$ cat config.mk
export PLATFORM = sky130hd
export DESIGN_NAME = wb_cmd_master
export DESIGN_NICKNAME = d
export VERILOG_FILES = /design/src/rtl/wb_cmd_master.sv
export SDC_FILE = /design/constraint.sdc
export NUM_CORES = 1
export LEC_CHECK = 0
export ABC_AREA = 1
export CAP_MARGIN = 10
export CORE_MARGIN = 2
export CORE_UTILIZATION = 42
export DETAILED_ROUTE_END_ITERATION = 16
export PLACE_DENSITY = 0.81
export SYNTH_ARGS = -nofsm -noshare
export SYNTH_HDL_FRONTEND = slang
export SYNTH_SLANG_ARGS = --single-unit
$ cat constraint.sdc
create_clock -name sys_clk -period 4.7 [get_ports sys_clk]
set_input_delay 0.94 -clock sys_clk [delete_from_list [all_inputs] [get_ports sys_clk]]
set_output_delay 0.94 -clock sys_clk [all_outputs]
set_load 0.05 [all_outputs]
$ cat src/rtl/wb_cmd_master.sv
// +----------------------------------------------------------------------------+
// | wb_cmd_master: Wishbone classic single-transfer initiator driven by a      |
// | valid/ready command stream, with ERR/RTY/timeout handling.   Rev 1.0       |
// +----------------------------------------------------------------------------+
`default_nettype none

module wb_cmd_master #(
  parameter int TIMEOUT   = 1024,
  parameter int MAX_RETRY = 3
) (
  input  logic        sys_clk,
  input  logic        sys_rst,
  input  logic        cmd_valid,
  output logic        cmd_ready,
  input  logic        cmd_we,
  input  logic [31:0] cmd_adr,
  input  logic [31:0] cmd_dat,
  input  logic [3:0]  cmd_sel,
  output logic        rsp_valid,
  input  logic        rsp_ready,
  output logic [31:0] rsp_dat,
  output logic [1:0]  rsp_status,
  output logic [31:0] wb_adr_o,
  output logic [31:0] wb_dat_o,
  input  logic [31:0] wb_dat_i,
  output logic [3:0]  wb_sel_o,
  output logic        wb_we_o,
  output logic        wb_cyc_o,
  output logic        wb_stb_o,
  output logic [2:0]  wb_cti_o,
  output logic [1:0]  wb_bte_o,
  input  logic        wb_ack_i,
  input  logic        wb_err_i,
  input  logic        wb_rty_i
);

  localparam int c_TW = (TIMEOUT > 1) ? $clog2(TIMEOUT) : 1;
  localparam int c_RW = (MAX_RETRY > 0) ? $clog2(MAX_RETRY + 1) : 1;

  localparam logic [c_TW-1:0] c_TMO_LAST = c_TW'(TIMEOUT - 1);
  localparam logic [c_RW-1:0] c_RTY_MAX  = c_RW'(MAX_RETRY);

  localparam logic [1:0] c_ST_OK    = 2'b00;
  localparam logic [1:0] c_ST_ERR   = 2'b01;
  localparam logic [1:0] c_ST_TMO   = 2'b10;
  localparam logic [1:0] c_ST_RTYEX = 2'b11;

  typedef enum logic [1:0] {
    S_IDLE = 2'd0,
    S_BUS  = 2'd1,
    S_GAP  = 2'd2,
    S_RESP = 2'd3
  } state_t;

  state_t            r_state;
  logic [c_TW-1:0]   r_tmo_cnt;
  logic [c_RW-1:0]   r_rty_cnt;

  // Word-aligned bus: the byte offset of the command address is dropped.
  logic w_unused;
  assign w_unused = ^cmd_adr[1:0];

  assign wb_cti_o = 3'b000;
  assign wb_bte_o = 2'b00;

  always_ff @(posedge sys_clk or posedge sys_rst) begin
    if (sys_rst) begin
      r_state    <= S_IDLE;
      cmd_ready  <= 1'b1;
      rsp_valid  <= 1'b0;
      rsp_dat    <= 32'h0;
      rsp_status <= c_ST_OK;
      wb_adr_o   <= 32'h0;
      wb_dat_o   <= 32'h0;
      wb_sel_o   <= 4'h0;
      wb_we_o    <= 1'b0;
      wb_cyc_o   <= 1'b0;
      wb_stb_o   <= 1'b0;
      r_tmo_cnt  <= '0;
      r_rty_cnt  <= '0;
    end else begin
      case (r_state)
        S_IDLE: begin
          if (cmd_valid && cmd_ready) begin
            wb_adr_o  <= {cmd_adr[31:2], 2'b00};
            wb_dat_o  <= cmd_dat;
            wb_sel_o  <= cmd_sel;
            wb_we_o   <= cmd_we;
            wb_cyc_o  <= 1'b1;
            wb_stb_o  <= 1'b1;
            cmd_ready <= 1'b0;
            r_tmo_cnt <= '0;
            r_rty_cnt <= '0;
            r_state   <= S_BUS;
          end
        end

        S_BUS: begin
          if (wb_err_i) begin
            wb_cyc_o   <= 1'b0;
            wb_stb_o   <= 1'b0;
            rsp_status <= c_ST_ERR;
            rsp_dat    <= 32'h0;
            rsp_valid  <= 1'b1;
            r_state    <= S_RESP;
          end else if (wb_rty_i) begin
            wb_cyc_o <= 1'b0;
            wb_stb_o <= 1'b0;
            if (r_rty_cnt < c_RTY_MAX) begin
              r_rty_cnt <= r_rty_cnt + 1'b1;
              r_state   <= S_GAP;
            end else begin
              rsp_status <= c_ST_RTYEX;
              rsp_dat    <= 32'h0;
              rsp_valid  <= 1'b1;
              r_state    <= S_RESP;
            end
          end else if (wb_ack_i) begin
            wb_cyc_o   <= 1'b0;
            wb_stb_o   <= 1'b0;
            rsp_status <= c_ST_OK;
            rsp_dat    <= wb_we_o ? 32'h0 : wb_dat_i;
            rsp_valid  <= 1'b1;
            r_state    <= S_RESP;
          end else if (TIMEOUT != 0) begin
            // The counter holds the number of unterminated edges already seen.
            if (r_tmo_cnt == c_TMO_LAST) begin
              wb_cyc_o   <= 1'b0;
              wb_stb_o   <= 1'b0;
              rsp_status <= c_ST_TMO;
              rsp_dat    <= 32'h0;
              rsp_valid  <= 1'b1;
              r_state    <= S_RESP;
            end else begin
              r_tmo_cnt <= r_tmo_cnt + 1'b1;
            end
          end
        end

        S_GAP: begin
          wb_cyc_o  <= 1'b1;
          wb_stb_o  <= 1'b1;
          r_tmo_cnt <= '0;
          r_state   <= S_BUS;
        end

        S_RESP: begin
          if (rsp_ready) begin
            rsp_valid <= 1'b0;
            cmd_ready <= 1'b1;
            r_state   <= S_IDLE;
          end
        end

        default: r_state <= S_IDLE;
      endcase
    end
  end

endmodule

`default_nettype wire

==> impl_metrics.json <==
{
  "synthesis.area_mm2": 0.00491,
  "dr.first_iter.drc_count": 99,
  "ys_seq_elements": 118,
  "drc": 0,
  "syn_to_final_growth_pct": 55.8,
  "critPathBufInv": 3,
  "period_share": 0.605,
  "synth_cell_types": 29,
  "clock-sinks": 118,
  "die_x_um": 112,
  "synth_ff_type": "dfrtp_1",
  "finalHoldViolCount": 0,
  "htreeDepth": 4,
  "ant_nets": 0,
  "finalCriticalPeriod_ns": 2.84,
  "port_buffers": 210,
  "avgSynthCellArea_um2": 11.0,
  "die_area_mm2": 0.0126,
  "worstSkewPairLatency_ns": 0.40,
  "timing.fmax_mhz": 352,
  "cp_slowest_cell": "nand3_2",
  "startpoint_type": "input pin",
  "routedWlPerCell_um": 15.3,
  "first_global_vias": 4162,
  "first_pass_iters": 6,
  "core_area_mm2": 0.0114,
  "vias": 3922,
  "die_y_um": 112,
  "hold_buffers": 0,
  "grt_first_pass_wirelength_um": 20100,
  "overflow": 0,
  "crit_path_frequent_cell": "nand2_1",
  "path_cells": "clkdlybuf4s50_1 -> inv_1 -> nand2_1 -> nor2_1 -> nand2_2 -> nand3_2 -> buf_4 -> nand2_1 -> o21ai_1",
  "synth_edf_count": 0,
  "setup_viol": 0,
  "power_mw": 5.78,
  "rsz0062_at_grt": "false",
  "hold_class": "flip-flop to flip-flop",
  "clk_path_buf_depth": 2,
  "worstSetupPathType": "input pin to flip-flop",
  "post_cts_buffers": 0,
  "maxSlewViolCount": 0,
  "ys_seq_area_frac": 0.602,
  "max_stage_delay_ns": 0.64,
  "synth_common_cells": "nand2_1, dfrtp_1, mux2_2",
  "synth_most_common_cell": "nand2_1",
  "viasPerCell": 4.85,
  "grt_max_degree": 78,
  "async_flop_share": 1.00,
  "pin_count": 220,
  "grt_usage": 0.202,
  "ys.warnings.count": 0,
  "cap_violations": 0,
  "drive_gt1_frac": 0.120,
  "nFillCells": 864,
  "cts_tree": "yes",
  "status": "complete, no violations",
  "leakagePower_nw": 3.32,
  "cts_root_buf": "clkbuf_16",
  "max_slew_margin": 0.270,
  "vdd_drop_max_v": 0.000512,
  "cp_top_family": "simple AND/OR/NAND/NOR gates",
  "crit_fanout": 43,
  "cts_resized": 0,
  "dp.final_hpwl_um": 8910,
  "synthTopCellsByArea": "dfrtp_1, nand2_1, mux2_2",
  "fin_nets": 766,
  "routed_wl_um": 12400,
  "grt_antenna_before_repair": 0,
  "final.setup.tns_ns": 0,
  "arrival_ns": 3.12,
  "syn_inst": 444,
  "place.gp.congestion": 0.775,
  "p_per_area_mw_per_mm2": 756,
  "rows": 39,
  "numCtsBuffers": 17,
  "clk_pin_slew_ns": 0.05,
  "start_util": 0.430,
  "synth_top_area_cell": "dfrtp_1",
  "crit_path_end_kind": "flip-flop",
  "skew_ns": 0.00647,
  "diodes": 0,
  "synth_top_area_frac": 0.597,
  "worst_ep_required_time_ns": 4.98,
  "tightest_slew_ns": 1.09
}
==> per-stage QoR <==
step | instances | cell area [um^2] | hold slack (ns) | setup slack, ns | utilization
floorplan | 450 | 4930 | 0.490 | 0.633 | -
global route | 809 | 7640 | 0.509 | 1.66 | 0.669
global placement | 780 | 7090 | 0.460 | 1.54 | 0.621
CTS | 809 | 7640 | 0.488 | 1.87 | 0.669
finish | 809 | 7640 | 0.484 | 1.86 | 0.669
detailed placement | 780 | 7090 | 0.477 | 1.45 | 0.621
==> path summary, 6_finish.rpt <==
check	start	to	slack, ns	depth (start not counted)
max in group asynchronous	sys_rst	cmd_ready	2.69	3
min in group asynchronous	sys_rst	wb_sel_o[0]	1.11	2
min	rsp_dat[6]	rsp_dat[6]	0.48	2
max	wb_err_i	rsp_dat[1]	1.86	9
min reg2reg	rsp_dat[6]	rsp_dat[6]	0.48	2
max reg2reg	r_tmo_cnt[0]	rsp_dat[1]	2.09	9
==> power breakdown <==
part | internal (mW) | switching (mW) | leakage [nW]
registers | 1.41 | 0.218 | 1.49
logic | 1.01 | 1.94 | 1.56
clock network | 0.784 | 0.410 | 0.275
==> layout make-up <==
cell class	instances	area, um^2	share of cell area
sequential	118	2950	0.386
timing repair buffer	213	2120	0.278
multi-input combinational	285	1750	0.229
clock buffer	25	505	0.0661
tap	143	179	0.0234
inverter	21	81.3	0.0106
clock inverter	4	45.0	0.00589
==> sequential cells by signal (all words and copies together) (netlist names) <==
| register | flops |
|---|---|
| r_state | 2 |
| wb_stb_o | 1 |
| wb_we_o | 1 |
| cmd_ready | 1 |
| wb_dat_o | 32 |
| wb_sel_o | 4 |
| r_tmo_cnt | 10 |
| rsp_valid | 1 |
| wb_adr_o | 30 |
| r_rty_cnt | 2 |
| rsp_dat | 32 |
| rsp_status | 2 |
==> routing by layer <==
layer,wire [um],share of wire,GRT usage
met1,4410,0.36,0.220
met2,6510,0.53,0.351
met3,1100,0.089,0.0842
met4,345,0.028,0.0837
met5,0,0,0
==> cell usage in the layout, fill, tap and decap left out, types with 7 or more instances in the layout <==
| cell | instances |
|---|---|
| nand3_1 | 10 |
| clkbuf_16 | 17 |
| mux2_2 | 34 |
| inv_1 | 18 |
| conb_1 | 7 |
| nor2_1 | 19 |
| o21ai_1 | 32 |
| dfrtp_1 | 117 |
| clkdlybuf4s50_1 | 210 |
| nand2_1 | 123 |
| mux2_1 | 33 |
==> kinds of logic after synthesis <==
family          after synthesis  share of synthesized area
xor+xnor                      4                    0.00714
flops                       118                      0.602
simple gates                161                      0.133
buf+inv                      47                     0.0487
compound gates               44                     0.0495
other cells                   1                   0.000764
fa+ha+maj                     2                    0.00510
mux                          67                      0.154
==> tightest hold or removal path: stages (launching register included) <==
cell and delay (ns):
dfrtp_1 0.34, nand2_1 0.05, o21ai_1 0.06
Power figures use the tool's default switching activity.
==> edit 1 (same flow settings) <==
Re-encode `state_t` (4 states) as Gray code, 2 bits wide.
--- a/src/rtl/wb_cmd_master.sv
+++ b/src/rtl/wb_cmd_master.sv
@@ -46,10 +46,10 @@
   localparam logic [1:0] c_ST_RTYEX = 2'b11;
 
   typedef enum logic [1:0] {
-    S_IDLE = 2'd0,
-    S_BUS  = 2'd1,
-    S_GAP  = 2'd2,
-    S_RESP = 2'd3
+    S_IDLE = 2'b00,
+    S_BUS  = 2'b01,
+    S_GAP  = 2'b11,
+    S_RESP = 2'b10
   } state_t;
 
   state_t            r_state;
Function: same outputs for any inputs over 4 cycles, from zero or initial values and one cycle with sys_rst high; so few cycles prove little.
==> edit 1 against the unedited design <==
  * Synthesized cell count grew 2.7%
  * Fmax grew 2.8%
  * Critical endpoint is now cmd_ready
  * Hold slack lost 7.7 ps
  * Sequential power is essentially flat
  * Total power grew 4.2%
  * Highest routed layer unchanged
  * Setup slack gained 78 ps
  * Synthesized area grew 2.5%
  * Cell area grew 2.4%
  * Wire length grew 4.5%
  * Sequential cell count is the same
==> edit 1: results (changes against the unedited design) <==
outcome=completed; clk_skew=8.398 ps (+1.930 ps); crit share post-route=58.84% (-1.7 points); Yosys warnings=0 (unchanged); commonest cells in the netlist=128 x nand2_1, 117 x dfrtp_1, 67 x mux2_2; vias in the first global route=4253 (+2.2%); final hold vios=0 (unchanged); largest net degree at the start of global routing=69 (-12%); Root Driver=clkbuf_16; largest registers=rsp_dat: 32 flops, wb_dat_o: 32 flops, wb_adr_o: 30 flops; via/cell ratio=4.856 (+0.16%); first-pass GRT wire length=20.94 mm (+4.3%); insertion delay to the later sink of the worst-skew pair=410 ps; Top delay family on crit path=buffers and inverters; Synth async-reset ratio=100.0% (unchanged); Antenna diodes=0 (unchanged); Critical Path AT=1830 ps (-1290 ps); P_leak=3.406 nW (+2.4%); Pint=3.336 mW (+4.0%); GRT Util Overall=20.94% (+0.71 points); Max clock buf depth=2 (unchanged); antenna violations before repair=0 (unchanged); placed cell area=7208 um^2 (+1.6%); TritonRoute pass-1 iters=5 (-1); Worst Setup Slack post-DPL=1764 ps (+309.8 ps); total CTS buffers=17 (unchanged); Slew @ Worst Pin=937.8 ps (-153.3 ps); Primary FF master, synth=dfrtp_1; maximum vdd drop=0.5549 mV (+8.3%); layout cells sized above 1=17.33% (+5.3 points); Post-Route WL=12.92 mm (+4.5%); slowest stage delay, CP=840 ps (+200 ps); Worst Path Max Fanout=4 (-91%); Reg clk slew, reported paths=60 ps; H-Tree Depth=4 (unchanged); HP Class=reg -> reg; count of cell types in the netlist=29 (unchanged); Worst path slowest cell=clkdlybuf4s50_1; R2R Setup Slk=2450 ps (+360 ps); Routability Congestion=0.8582 (+11%); post-detail-place hpwl=9.422 mm (+5.8%); setup bufs post-CTS=0 (unchanged); IO buf count=210 (unchanged); post-cts resize count=0 (unchanged); register area share after synthesis=58.73% (-1.5 points); Initial DRC Count=180 (+82%); nets=782 (+2.1%); Area contributors post-synth=dfrtp_1 58%, mux2_2 15%, nand2_1 9.6%, o21ai_0 1.9%, inv_1 1.6%
[edit 1: path summary, 6_finish.rpt]
| check | cells after the start | startpoint | end |
|---|---|---|---|
| max | 1 | cmd_ready | cmd_ready |
| min | 2 | rsp_dat[22] | rsp_dat[22] |
| max reg2reg | 7 | r_tmo_cnt[0] | rsp_dat[17] |
| min reg2reg | 2 | rsp_dat[22] | rsp_dat[22] |
| max in group asynchronous | 3 | sys_rst | rsp_dat[5] |
| min in group asynchronous | 2 | sys_rst | wb_adr_o[20] |
[edit 1: cell type report]
class,count,area [um^2]
fillers,890,3740
flip-flops and latches,118,2954
repair buffers,213,2125
multi-input cells,296,1866
clock buffers,18,439.2
well taps,143,178.9
clock inverters,14,177.7
inverters,22,85.08
[edit 1: metal layers]
layer / track usage (%) / routed length [um] / share of wire, % / vias to the layer above
met3: 8.236 / 918 / 7.1 / 27
met4: 8.130 / 343 / 2.7 / 0
li1: - / - / - / 1902
met1: 22.30 / 4700 / 36 / 1931
met2: 37.37 / 6957 / 54 / 141
met5: 0 / 0 / 0 / -
[edit 1: logic make-up (layout without fill, tap and decap cells)]
| group | after synthesis | after routing | synth area share (%) |
|---|---|---|---|
| other cells | 1 | 7 | 0.07456 |
| fa+ha+maj | 6 | 6 | 1.492 |
| mux | 68 | 68 | 15.20 |
| compound gates | 41 | 41 | 4.428 |
| xor+xnor | 3 | 3 | 0.5225 |
| simple gates | 171 | 171 | 14.68 |
| flops | 118 | 118 | 58.73 |
| buf+inv | 48 | 267 | 4.876 |
[edit 1: power by group through the flow]
| stage | combinational (mW) | clock (mW) | sequential (mW) |
|---|---|---|---|
| finish | 3.06 | 1.33 | 1.63 |
| global route | 3.21 | 1.39 | 1.68 |
| CTS | 3.09 | 1.35 | 1.63 |
| detailed placement | 3.07 | 0 | 1.65 |
| global placement | 3.02 | 0 | 1.61 |
| floorplan | 0.739 | 0 | 2.93 |
[edit 1: stage by stage]
stage	std cells	hold WS (ps)
after floorplan	462	456.9
after global placement	792	465.8
after detailed placement	792	469.0
after CTS	824	480.1
after global routing	824	505.9
final	824	475.9
==> edit 2 (same flow settings) <==
Without the edit above. `TIMEOUT`: 1024 -> 2048.
--- a/src/rtl/wb_cmd_master.sv
+++ b/src/rtl/wb_cmd_master.sv
@@ -5,7 +5,7 @@
 `default_nettype none
 
 module wb_cmd_master #(
-  parameter int TIMEOUT   = 1024,
+  parameter int TIMEOUT   = 2048,
   parameter int MAX_RETRY = 3
 ) (
   input  logic        sys_clk,
Check against the original RTL: same outputs for any inputs over 4 cycles, from zero or initial values and one cycle with sys_rst high; that may be too few to reach the edited logic, so the function may still have changed.
==> edit 2 against the unedited design <==
  * Total power decreased by 1.1%
  * Non-clock buffer count increased by 3
  * Register-to-register slack improved by 560 ps
  * Sequential power decreased by 2%
  * Setup slack better by 110 ps
  * Hold slack got worse by 8.0 ps
  * Sequential cell count increased by 1
  * Combinational power down 7.1%
  * Largest cell class unchanged
  * Die area grew 2.6%
  * Wire length grew 12%
  * Largest power group unchanged
  * Cell area rose by 2.8%
  * Synthesized area is 2.7% higher
==> edit 2: results (changes against the unedited design) <==
end of the worst register-to-register path=rsp_dat[17]; compound-cell area share of the yosys netlist=4.769% (-0.18 points); layout cells sized above 1=6.593% (-5.4 points); Adder-Cell Fraction of Synth Area=0.4968% (-0.013 points); r2r startpoint=r_tmo_cnt[1]; slowest stage delay, CP=830 ps (+190 ps); crit path to=cmd_ready; Worst Setup Slack post-DPL=1558 ps (+103.2 ps); Final WS setup=1965 ps (+108.7 ps); via count=4609 (+18%); post-synthesis mux area share=0.1987% (-15 points); R2R Setup Slk=2650 ps (+560 ps); fillers=897 (+3.8%); Reg2Reg Depth=8 (-1); vias in the first global route=4614 (+11%); outcome=completed; via/cell ratio=4.791 (-1.2%); CP startpoint=cmd_ready; Mapped Avg Cell Area=8.424 um^2 (-24%); count of cell types in the netlist=27 (-6.9%); maximum vdd drop=0.5020 mV (-2.0%); first-pass GRT wire length=22.62 mm (+13%); Critical Path AT=1790 ps (-1330 ps); P_leak=3.725 nW (+12%); clk_skew=8.142 ps (+1.673 ps)
## edit 2: cell count changes after synthesis, moves of 3 or more
cell / delta
mux2_2: -34
nand3_1: +6
nand2_1: +204
o21ai_1: -13
mux2_1: -33
a21oi_1: -3
o21ai_0: +14
clkbuf_1: +7
## edit 2: cell type report
class | instances | area share [%]
sequential | 119 | 37.91
multi-input combinational | 431 | 23.12
tap | 143 | 2.277
timing repair buffer | 216 | 27.58
inverter | 21 | 1.035
clock buffer | 24 | 6.258
clock inverter | 8 | 1.815
## edit 2: worst min-delay path by stage
stage	endpoint	cells after the start	slack, ps
finish	wb_adr_o[17]	2	480
global route	wb_adr_o[30]	2	500
CTS	wb_dat_o[10]	2	480
detailed placement	wb_sel_o[3]	2	460
global placement	rsp_valid	2	460
floorplan	r_rty_cnt[0]	1	460
## edit 2: kinds of logic after synthesis
group | count (synthesis)
muxes | 1
DFF | 119
adders and majority gates | 2
AOI/OAI and AO/OA | 43
and+or+nand+nor | 376
buffers and inverters | 54
other | 1
xor gates and xnor gates | 2
## edit 2: where the power goes
part / switching, mW / internal (mW)
registers: 0.208 / 1.38
logic: 1.89 / 0.855
clock network: 0.446 / 0.940
## edit 2: metal layers
metal  wire length, um  global-route usage [%]  vias up
met5                 0                       0        -
met4               282                   9.024        0
met3              1089                   7.811       20
met2              7014                   37.41      185
met1              5424                   26.29     2150
li1                  -                       -     2254
## edit 2: metrics by stage
step	util [%]	hold slack (ps)	cell area [um^2]
floorplan	-	464.6	5060
global placement	62.16	459.3	7188
detailed placement	62.16	464.7	7188
CTS	67.64	478.4	7823
global route	67.94	499.4	7858
finish	67.94	475.7	7858
## edit 2: worst reg2reg max path, stage by stage (launching register included)
cell	delay, ps
dfrtp_1	400
ha_1	270
nand2_1	110
nor2_2	180
nand3_2	140
nand2_2	90
nand2_2	240
buf_12	280
o21ai_0	240
